`src/rtl/alu_arb_pkg.sv`:
```
// Shared definitions for the two-requester ALU arbiter: FSM encodings and requester indices.
// No logic; latency and backpressure are properties of the modules that import this.
// Requester indices double as the one-bit owner/last-grant encoding.
package alu_arb_pkg;

    typedef enum logic [1:0] {
        IDLE = 2'd0,
        EXEC = 2'd1,
        RESP = 2'd2
    } state_t;

    localparam logic REQ0 = 1'b0;
    localparam logic REQ1 = 1'b1;

endpackage

```
`src/rtl/rr_arb2.sv`:
```
// Two-way round-robin pick: a lone requester always wins, on a tie the one not granted last wins.
// Latency: combinational.
// Backpressure: none; grant is all-zero when nothing is valid.
module rr_arb2
    import alu_arb_pkg::*;
(
    input  logic [1:0] valid,
    input  logic       last,
    output logic [1:0] grant
);

    always_comb begin
        grant = 2'b00;
        case (valid)
            2'b01:   grant = 2'b01;
            2'b10:   grant = 2'b10;
            2'b11:   grant = (last == REQ1) ? 2'b01 : 2'b10;
            default: grant = 2'b00;
        endcase
    end

endmodule

```
`src/rtl/alu_share_arbiter.sv`:
```
// Shares one external combinational ALU between two requesters; optional perf counters via ALU_ARB_PERF_EN.
// Latency: accept cycle, one EXEC cycle, then response valid; minimum 3 cycles per transaction.
// Backpressure: one transaction in flight; req_ready held low until the owner takes its response.
module alu_share_arbiter
    import alu_arb_pkg::*;
#(
    parameter int DW  = 32,
    parameter int OPW = 4
`ifdef ALU_ARB_PERF_EN
    ,
    parameter int CNT_W = 16
`endif
) (
    input  logic           clk,
    input  logic           reset_n,
    input  logic [1:0]     req_valid,
    output logic [1:0]     req_ready,
    input  logic [DW-1:0]  req_a0,
    input  logic [DW-1:0]  req_a1,
    input  logic [DW-1:0]  req_b0,
    input  logic [DW-1:0]  req_b1,
    input  logic [OPW-1:0] req_op0,
    input  logic [OPW-1:0] req_op1,
    output logic [DW-1:0]  alu_a,
    output logic [DW-1:0]  alu_b,
    output logic [OPW-1:0] alu_op,
    input  logic [DW-1:0]  alu_c,
    output logic [1:0]     rsp_valid,
    input  logic [1:0]     rsp_ready,
    output logic [DW-1:0]  rsp_data,
    output logic           busy
`ifdef ALU_ARB_PERF_EN
    ,
    output logic [CNT_W-1:0] perf_grant0,
    output logic [CNT_W-1:0] perf_grant1,
    output logic [CNT_W-1:0] perf_conflict
`endif
);

    state_t     state, state_nxt;
    logic       owner;
    logic       last_grant;
    logic [1:0] grant;
    logic       accept;
    logic       gsel;

    rr_arb2 u_rr (
        .valid (req_valid),
        .last  (last_grant),
        .grant (grant)
    );

    assign accept = (state == IDLE) && (grant != 2'b00);
    assign gsel   = grant[REQ1];
    assign busy   = (state != IDLE);

    always_comb begin
        state_nxt = state;
        req_ready = 2'b00;
        rsp_valid = 2'b00;
        case (state)
            IDLE: begin
                req_ready = grant;
                if (grant != 2'b00) state_nxt = EXEC;
            end
            EXEC: state_nxt = RESP;
            RESP: begin
                rsp_valid[owner] = 1'b1;
                if (rsp_ready[owner]) state_nxt = IDLE;
            end
            default: state_nxt = IDLE;
        endcase
    end

    // Operand registers only load on accept so the ALU inputs stay quiet while idle.
    always_ff @(posedge clk or negedge reset_n) begin
        if (!reset_n) begin
            state      <= IDLE;
            alu_a      <= '0;
            alu_b      <= '0;
            alu_op     <= '0;
            rsp_data   <= '0;
            owner      <= REQ0;
            last_grant <= REQ1;
        end else begin
            state <= state_nxt;
            if (accept) begin
                alu_a      <= gsel ? req_a1  : req_a0;
                alu_b      <= gsel ? req_b1  : req_b0;
                alu_op     <= gsel ? req_op1 : req_op0;
                owner      <= gsel;
                last_grant <= gsel;
            end
            if (state == EXEC) rsp_data <= alu_c;
        end
    end

`ifdef ALU_ARB_PERF_EN
    logic conflict_evt;
    assign conflict_evt = ((state == IDLE) && (req_valid == 2'b11)) ||
                          (busy && (req_valid != 2'b00));

    always_ff @(posedge clk or negedge reset_n) begin
        if (!reset_n) begin
            perf_grant0   <= '0;
            perf_grant1   <= '0;
            perf_conflict <= '0;
        end else begin
            if (accept && !gsel && !(&perf_grant0))  perf_grant0   <= perf_grant0 + 1'b1;
            if (accept &&  gsel && !(&perf_grant1))  perf_grant1   <= perf_grant1 + 1'b1;
            if (conflict_evt && !(&perf_conflict))   perf_conflict <= perf_conflict + 1'b1;
        end
    end
`endif

endmodule

```
`config.mk`:
```
export PLATFORM = sky130hd
export DESIGN_NAME = alu_share_arbiter
export DESIGN_NICKNAME = d
export VERILOG_FILES = /design/src/rtl/alu_arb_pkg.sv /design/src/rtl/rr_arb2.sv /design/src/rtl/alu_share_arbiter.sv
export SDC_FILE = /design/constraint.sdc
export NUM_CORES = 1
export LEC_CHECK = 0
export ABC_CLOCK_PERIOD_IN_PS = 2300
export CAP_MARGIN = 20
export CORE_ASPECT_RATIO = 1.2
export CORE_MARGIN = 2
export CORE_UTILIZATION = 40
export CTS_CLUSTER_SIZE = 12
export DETAILED_ROUTE_END_ITERATION = 8
export PLACE_DENSITY_LB_ADDON = 0.15
export SLEW_MARGIN = 0
export SYNTH_ARGS = -nofsm -noshare
export SYNTH_HDL_FRONTEND = slang
export SYNTH_SLANG_ARGS = --single-unit
```
`constraint.sdc`:
```
create_clock -name clk -period 2.3 [get_ports clk]
set_clock_uncertainty 0.05 [all_clocks]
set_input_delay 0.345 -clock clk [delete_from_list [all_inputs] [get_ports clk]]
set_output_delay 0.345 -clock clk [all_outputs]
set_load 0.005 [all_outputs]
```
==> impl_results.md, run 1 <==
* Level count of the clock H-tree at 3
* Buffers on Ports at around 280
* FF+latch count, synth at 104
* Final estimated routing congestion in global placement at ~0.78
* Number of top-level pins at ~280
* Main area contributors after synthesis: dfrtp_1 (56%), inv_1 (17%), a222oi_1 (15%), mux2_2 (8.0%), clkbuf_1 (1.5%)
* Most common cell in the synthesized netlist: inv_1
* Outcome: finished, violations left
* Setup-failing EPs final at 0
* Full die area at 12470 µm²
* Inserted Clock Buffers at 9
* Seq/Total Area, Yosys at between 50 and 60%
* Effective utilization at floorplan at 40.63%
* Worst Path Class, Setup: flip-flop to output pin
* Pre-Repair DR Iteration Count at 9
* Area inside the core boundary at approximately 11000 µm²
* Count of routing violations after the opening detailed-route iteration at 312
* Overall die height at 121.9 µm
* Number of flops mapped to enable cells by yosys at 0
* Count of endpoints failing hold in the final timing report at 0
* Mean post-synth cell area at between 10 and 15 µm²
* Post-synth top cells: inv_1 (207), dfrtp_1 (103), a222oi_1 (68)
* Shortest period the worst path allows at 2.153 ns
* Summed instance area of the synthesized netlist at between 4000 and 5000 µm²
* Startpoint kind of the worst setup timing path: flip-flop
* Violated checks: DRC
* First-pass GRT wire length at 21.63 mm
* Insertion delay to the later sink of the worst-skew pair at about 0.34 ns
* Share of the synthesized area in the top cell type at a little under three fifths
* Post-synthesis instance total at 452
* Clock-pin slew of the registers on the worst-case setup and hold paths at around 0.070 ns
* Fmax at 464.5 MHz
* Number of antenna violations at the first check in global routing at 0
* Site Rows at between 40 and 50
* Number of warnings issued by yosys at 0
* Num Clock Sinks at about 100
* Max IR drop VDD at around 540 µV
* Predominant post-synthesis flop cell: dfrtp_1
* Post-Place Cells at about 870
* Clk root buf: clkbuf_16
* DIE WIDTH at 102.3 µm
* Cell accounting for the most synthesized area: dfrtp_1
* Arrival time of data at the critical path endpoint at between 1.5 and 2 ns
* Syn nets at roughly 630
* Routed wire length at between 10 and 15 mm
* TritonCTS clock tree: yes
* Worst Tran Pin Value at roughly 0.75 ns
* Normalized max-slew margin at between 50% and 60%
* Fraction of registers with async set or reset after synthesis at 100.0%
* Antenna fix cells at 0
* Slew Limit Fails at 0
* DRC errors left at 17
* Total of max-cap violations at 0
* Post-detailed-route wirelength per cell at about 16 µm
* FF-to-FF path depth at 4
* Part of the cycle the worst path needs at 93.61%
* Crit end category: output pin
* Number of standard cells in the layout, taps in and fillers out at 884
* Sum of negative setup slack at 0 ns
* Average via count per standard cell at 4.860
* Worst min-delay path class: primary input to async pin
* Grt ovf at 0
* Vias in the first global route at 4450
* Largest net degree at the start of global routing at 72
* Gr usage total at between 20% and 30%
* Pwr/cell area at 1164 nW/µm²
* Number of setup buffers added after CTS at 0
* Number of buffers between clock root and the deepest sink at 2
* Highest fanout seen on the critical path at 4
* P_leak at around 4 nW
* # nets final at 896
* Fraction of layout cells with a size suffix above 1 at under 10%
* Setup repair after global routing missed its margin: false
* Routed vias at approximately 4300
* Netlist cell types at 15
* Count of fill cells added during filler insertion at about 910
* Required @ worst endpoint at roughly 1.9 ns
* Layout-stage area growth over the synthesis result at 69.90%
* Count of nets left with antenna violations after detail routing at 0
* Dpl hpwl at between 10 and 15 mm
[layout by cell type, fill, tap and decap left out, drive strengths merged]
cell,count
clkinvlp,2
bufinv,1
a21o,2
buf,8
nand2,1
o21ai,2
nand2b,3
clkinv,3
dfstp,1
dfrtp,103
dlygate4sd3,1
clkbuf,10
clkdlybuf4s50,277
mux2,33
inv,207
and3,2
nor2,3
a222oi,68
[critical path, cell delays in order, from the launching register on]
cell	delay (ns)
dfrtp_1	0.40
nor2_2	0.21
and3_2	0.25
clkdlybuf4s50_1	0.56
[worst paths after layout]
| kind | from | to | slack, ns |
|---|---|---|---|
| worst max-delay path | state[0]$_DFFE_PN0P_ | req_ready[0] | 0.15 |
| worst min-delay path | reset_n | alu_a[27]$_DFFE_PN0P_ | 0.28 |
| worst max register to register | state[0]$_DFFE_PN0P_ | alu_b[9]$_DFFE_PN0P_ | 0.42 |
| worst min register to register | rsp_data[14]$_DFFE_PN0N_ | rsp_data[14]$_DFFE_PN0N_ | 0.45 |
| max in group asynchronous | reset_n | rsp_data[11]$_DFFE_PN0N_ | 1.22 |
| min in group clk | rsp_data[14]$_DFFE_PN0N_ | rsp_data[14]$_DFFE_PN0N_ | 0.45 |
[final cells by class]
cell class / instances / area (µm²) / share of cell area [%]
Clock buffer: 10 / 229.0 / 2.908
Clock inverter: 6 / 60.06 / 0.7628
Inverter: 207 / 777.0 / 9.868
Multi-Input combinational cell: 114 / 1140 / 14.48
Sequential cell: 104 / 2604 / 33.07
Tap cell: 157 / 196.4 / 2.495
Timing Repair Buffer: 286 / 2868 / 36.42
[metrics by stage]
| step | hold slack [ns] | setup slack, ns | total power, mW | util [%] | area [µm²] |
|---|---|---|---|---|---|
| after CTS | 0.2715 | 0.03261 | 9.250 | 69.01 | 7871 |
| after global routing | 0.2741 | 0.06861 | 9.735 | 69.03 | 7874 |
| after global placement | 0.09831 | 0.1874 | 7.560 | 66.39 | 7572 |
| after detailed placement | 0.09922 | 0.1188 | 7.707 | 66.39 | 7572 |
| after floorplan | -0.0005911 | 0.8003 | 5.051 | - | 4634 |
| final | 0.2845 | 0.1469 | 9.162 | 69.03 | 7874 |
[repair_timing]
item / 4_1_cts / 5_1_grt
hold buffers: 1 / 0
resized for setup: 0 / 1
setup endpoints to repair: 0 / 2
hold endpoints to repair: 7 / 0
[kinds of logic after synthesis]
family	count (synthesis)	share of synthesized area, %
multiplexers	33	8.018
AND/OR/NAND/NOR	9	0.9988
buffers and inverters	234	19.57
AO/OA/AOI/OAI	72	15.23
flip-flops	104	56.18
[per-layer routing]
| layer | vias to the layer above | GRT usage, % | part of all wire [%] |
|---|---|---|---|
| met4 | 0 | 10.58 | 3.6 |
| li1 | 1984 | - | - |
| met2 | 224 | 38.36 | 52 |
| met3 | 33 | 6.196 | 8.7 |
| met5 | - | 0 | 0 |
| met1 | 2055 | 25.70 | 36 |
[flip-flops by register name, summed over array words and instances (netlist names)]
register    flops
alu_op          4
last_grant      1
owner           1
rsp_data       32
alu_a          32
state           2
alu_b          32
[power breakdown]
| group | internal, mW | total (mW) | switching, mW |
|---|---|---|---|
| sequential | 2.76 | 3.26 | 0.504 |
| clock | 0.839 | 1.51 | 0.673 |
| combinational | 2.73 | 4.39 | 1.65 |
| total | 6.33 | 9.16 | 2.83 |
No activity file was read; power rests on OpenSTA's default activity.
==> run 2: changes to the inputs <==
--- a/config.mk
+++ b/config.mk
@@ -5,7 +5,6 @@
 export SDC_FILE = /design/constraint.sdc
 export NUM_CORES = 1
 export LEC_CHECK = 0
-export ABC_CLOCK_PERIOD_IN_PS = 2300
 export CAP_MARGIN = 20
 export CORE_ASPECT_RATIO = 1.2
 export CORE_MARGIN = 2
==> results of run 2 <==
The final DEF is identical to that of run 1; final timing and power are the same.
==> run 3: changes to the inputs <==
--- a/config.mk
+++ b/config.mk
@@ -6,9 +6,11 @@
 export NUM_CORES = 1
 export LEC_CHECK = 0
 export CAP_MARGIN = 20
+export CELL_PAD_IN_SITES_DETAIL_PLACEMENT = 0
+export CELL_PAD_IN_SITES_GLOBAL_PLACEMENT = 1
 export CORE_ASPECT_RATIO = 1.2
 export CORE_MARGIN = 2
-export CORE_UTILIZATION = 40
+export CORE_UTILIZATION = 29
 export CTS_CLUSTER_SIZE = 12
 export DETAILED_ROUTE_END_ITERATION = 8
 export PLACE_DENSITY_LB_ADDON = 0.15
==> constraint.sdc (replaced) <==
create_clock -name clk -period 2.8 [get_ports clk]
set_clock_uncertainty 0.05 [all_clocks]
set_input_delay 0.42 -clock clk [delete_from_list [all_inputs] [get_ports clk]]
set_output_delay 0.42 -clock clk [all_outputs]
set_load 0.005 [all_outputs]
==> impl_results.md, run 3 (synthesis gave the netlist of run 1 again) <==
* Normalized max-slew margin at 48.90% (-1.3 points)
* First-pass GRT wire length at 23.54 mm (+8.8%)
* Slowest CP cell: clkdlybuf4s50_1
* Commonest non-fill, non-tap cell in the layout: clkdlybuf4s50_1
* Number of top-level pins at 279 (unchanged)
* Fraction of layout cells with a size suffix above 1 at 8.149% (-0.24 points)
* Layout-stage area growth over the synthesis result at 73.14%
* Slowest stage delay, CP at 0.50 ns (-0.06 ns)
* Clk root buf: clkbuf_16
* Total buffers and inverters traversed by the critical path at 1 (unchanged)
* Effective utilization at floorplan at 29.63% (-11 points)
* Pre-Repair DR Iteration Count at 8 (-1)
* Vias in the first global route at 4503 (+1.2%)
* Startpoint kind of the worst setup timing path: flip-flop
* Number of antenna violations at the first check in global routing at 0 (unchanged)
* Total of max-cap violations at 0 (unchanged)
* DRC errors left at 0 (-17)
* Worst slack, placed at 0.4863 ns (+0.3676 ns)
* Site Rows at 50 (+16%)
* Fmax at around 440 MHz
* Required @ worst endpoint at 2.33 ns (+0.43 ns)
* Number of hold buffers added after CTS at 0 (-1)
* Post-Place Cells at 916 (+5.7%)
* Final estimated routing congestion in global placement at 0.7620 (-2.9%)
* Part of the cycle the worst path needs at 81.41%
* DIE WIDTH at 119.4 µm (+17%)
* Final worst slack at 0.5205 ns (+0.3736 ns)
* Commonest cells after routing, fill and taps aside: clkdlybuf4s50_1 (277), inv_1 (207), dfrtp_1 (103)
* Pwr/cell area at 988.4 nW/µm² (-15%)
* Antenna fix cells at 0 (unchanged)
* Max IR drop VDD at 1241 µV (+130%)
* CP cell instances: nor2_1 > and3_2 > clkdlybuf4s50_1
* Number of setup buffers added after CTS at 0 (unchanged)
* Worst Tran Pin Value at 0.7666 ns (+0.01918 ns)
* Routed wire length at 15.18 mm (+6.2%)
* Count of routing violations after the opening detailed-route iteration at 400 (+28%)
* Hold slack final at 0.04643 ns (-0.2381 ns)
* FF-to-FF path depth at 4 (unchanged)
* Post-detailed-route wirelength per cell at 16.29 µm (+0.76%)
* Area inside the core boundary at 15640 µm² (+37%)
* Routed vias at 4250 (-1.1%)
* Count of endpoints failing hold in the final timing report at 0 (unchanged)
* Inserted Clock Buffers at 9 (unchanged)
* Sum of negative setup slack at 0 ns (unchanged)
* Count of instances resized after the clock tree is built at 0 (unchanged)
* Overall die height at 142.5 µm (+17%)
* Num Clock Sinks at 104 (unchanged)
* Crit Reg-Reg Startpoint: state[0]$_DFFE_PN0P_
* Clock-pin slew of the registers on the worst-case setup and hold paths at 0.07 ns (about the same)
* Count of nets left with antenna violations after detail routing at 0 (unchanged)
* Full die area at 17010 µm² (+36%)
* Outcome: completed
* Number of standard cells in the layout, taps in and fillers out at 932 (+5.4%)
* Crit end category: output pin
* Highest fanout seen on the critical path at 4 (unchanged)
* Reg2reg end: alu_b[31]$_DFFE_PN0P_
* Worst min-delay path class: primary input to async pin
* Dpl hpwl at 11.02 mm (+6.0%)
* Buffers on Ports at 278 (unchanged)
* Worst Path Class, Setup: flip-flop to output pin
* Grt ovf at 0 (unchanged)
* Level count of the clock H-tree at 3 (unchanged)
* Average via count per standard cell at 4.560 (-6.2%)
* Setup repair after global routing missed its margin: false
* P_leak at 4.000 nW (+1.1%)
* Slack of the worst reg-to-reg path at 0.71 ns (+0.29 ns)
* Setup-failing EPs final at 0 (unchanged)
* TritonCTS clock tree: yes
* Arrival time of data at the critical path endpoint at 1.81 ns (+0.05 ns)
* # nets final at 893 (-0.33%)
* Number of buffers between clock root and the deepest sink at 2 (unchanged)
* Family with the most delay on the worst path: simple AND/OR/NAND/NOR gates
* Gr usage total at 17.91% (-4.5 points)
* Largest registers in the final layout: alu_a (32), alu_b (32), rsp_data (32)
* Insertion delay to the later sink of the worst-skew pair at 0.35 ns (about the same)
* Core utilization of the finished layout at 51.30% (-18 points)
* Slew Limit Fails at 0 (unchanged)
* Largest net degree at the start of global routing at 72 (unchanged)
* Shortest period the worst path allows at ~2.3 ns
run 3: per-stage QoR:
step	power (mW)	cell area (µm²)
floorplan	4.149	4634
global placement	6.254	7621
detailed placement	6.345	7621
CTS	8.053	8024
global route	8.453	8024
finish	7.931	8024
run 3: cell type report:
cell class,instances,area (µm²)
Clock buffer,11,252.7
Clock inverter,5,150.1
Fill cell,1443,7616
Inverter,207,777.0
Multi-Input combinational cell,114,1137
Sequential cell,104,2604
Tap cell,208,260.3
Timing Repair Buffer,283,2843
run 3: worst max-delay path by stage:
stage                     cells past startpoint                    end                 start  slack (ns)
after floorplan                               4           req_ready[1]  state[0]$_DFFE_PN0P_        1.23
after global placement                        5  alu_b[30]$_DFFE_PN0P_          req_valid[1]        0.53
after detailed placement                      5   alu_a[3]$_DFFE_PN0P_          req_valid[1]        0.49
after CTS                                     3           req_ready[0]  state[0]$_DFFE_PN0P_        0.48
after global routing                          3           req_ready[1]  state[0]$_DFFE_PN0P_        0.41
final                                         3           req_ready[0]  state[0]$_DFFE_PN0P_        0.52
run 3: routing by layer:
metal | global-route usage [%] | part of all wire [%] | up-vias
met5 | 0 | 0 | -
met4 | 8.607 | 3.1 | 0
met3 | 4.207 | 7.0 | 26
met2 | 32.09 | 54 | 183
met1 | 20.02 | 36 | 2055
li1 | - | - | 1986
run 3: report_power, final:
group,internal [mW],switching (mW),leakage (nW),total (mW)
Combinational,2.24,1.39,2.64,3.63
Clock,1.10,0.567,0.196,1.67
Sequential,2.26,0.372,1.16,2.64
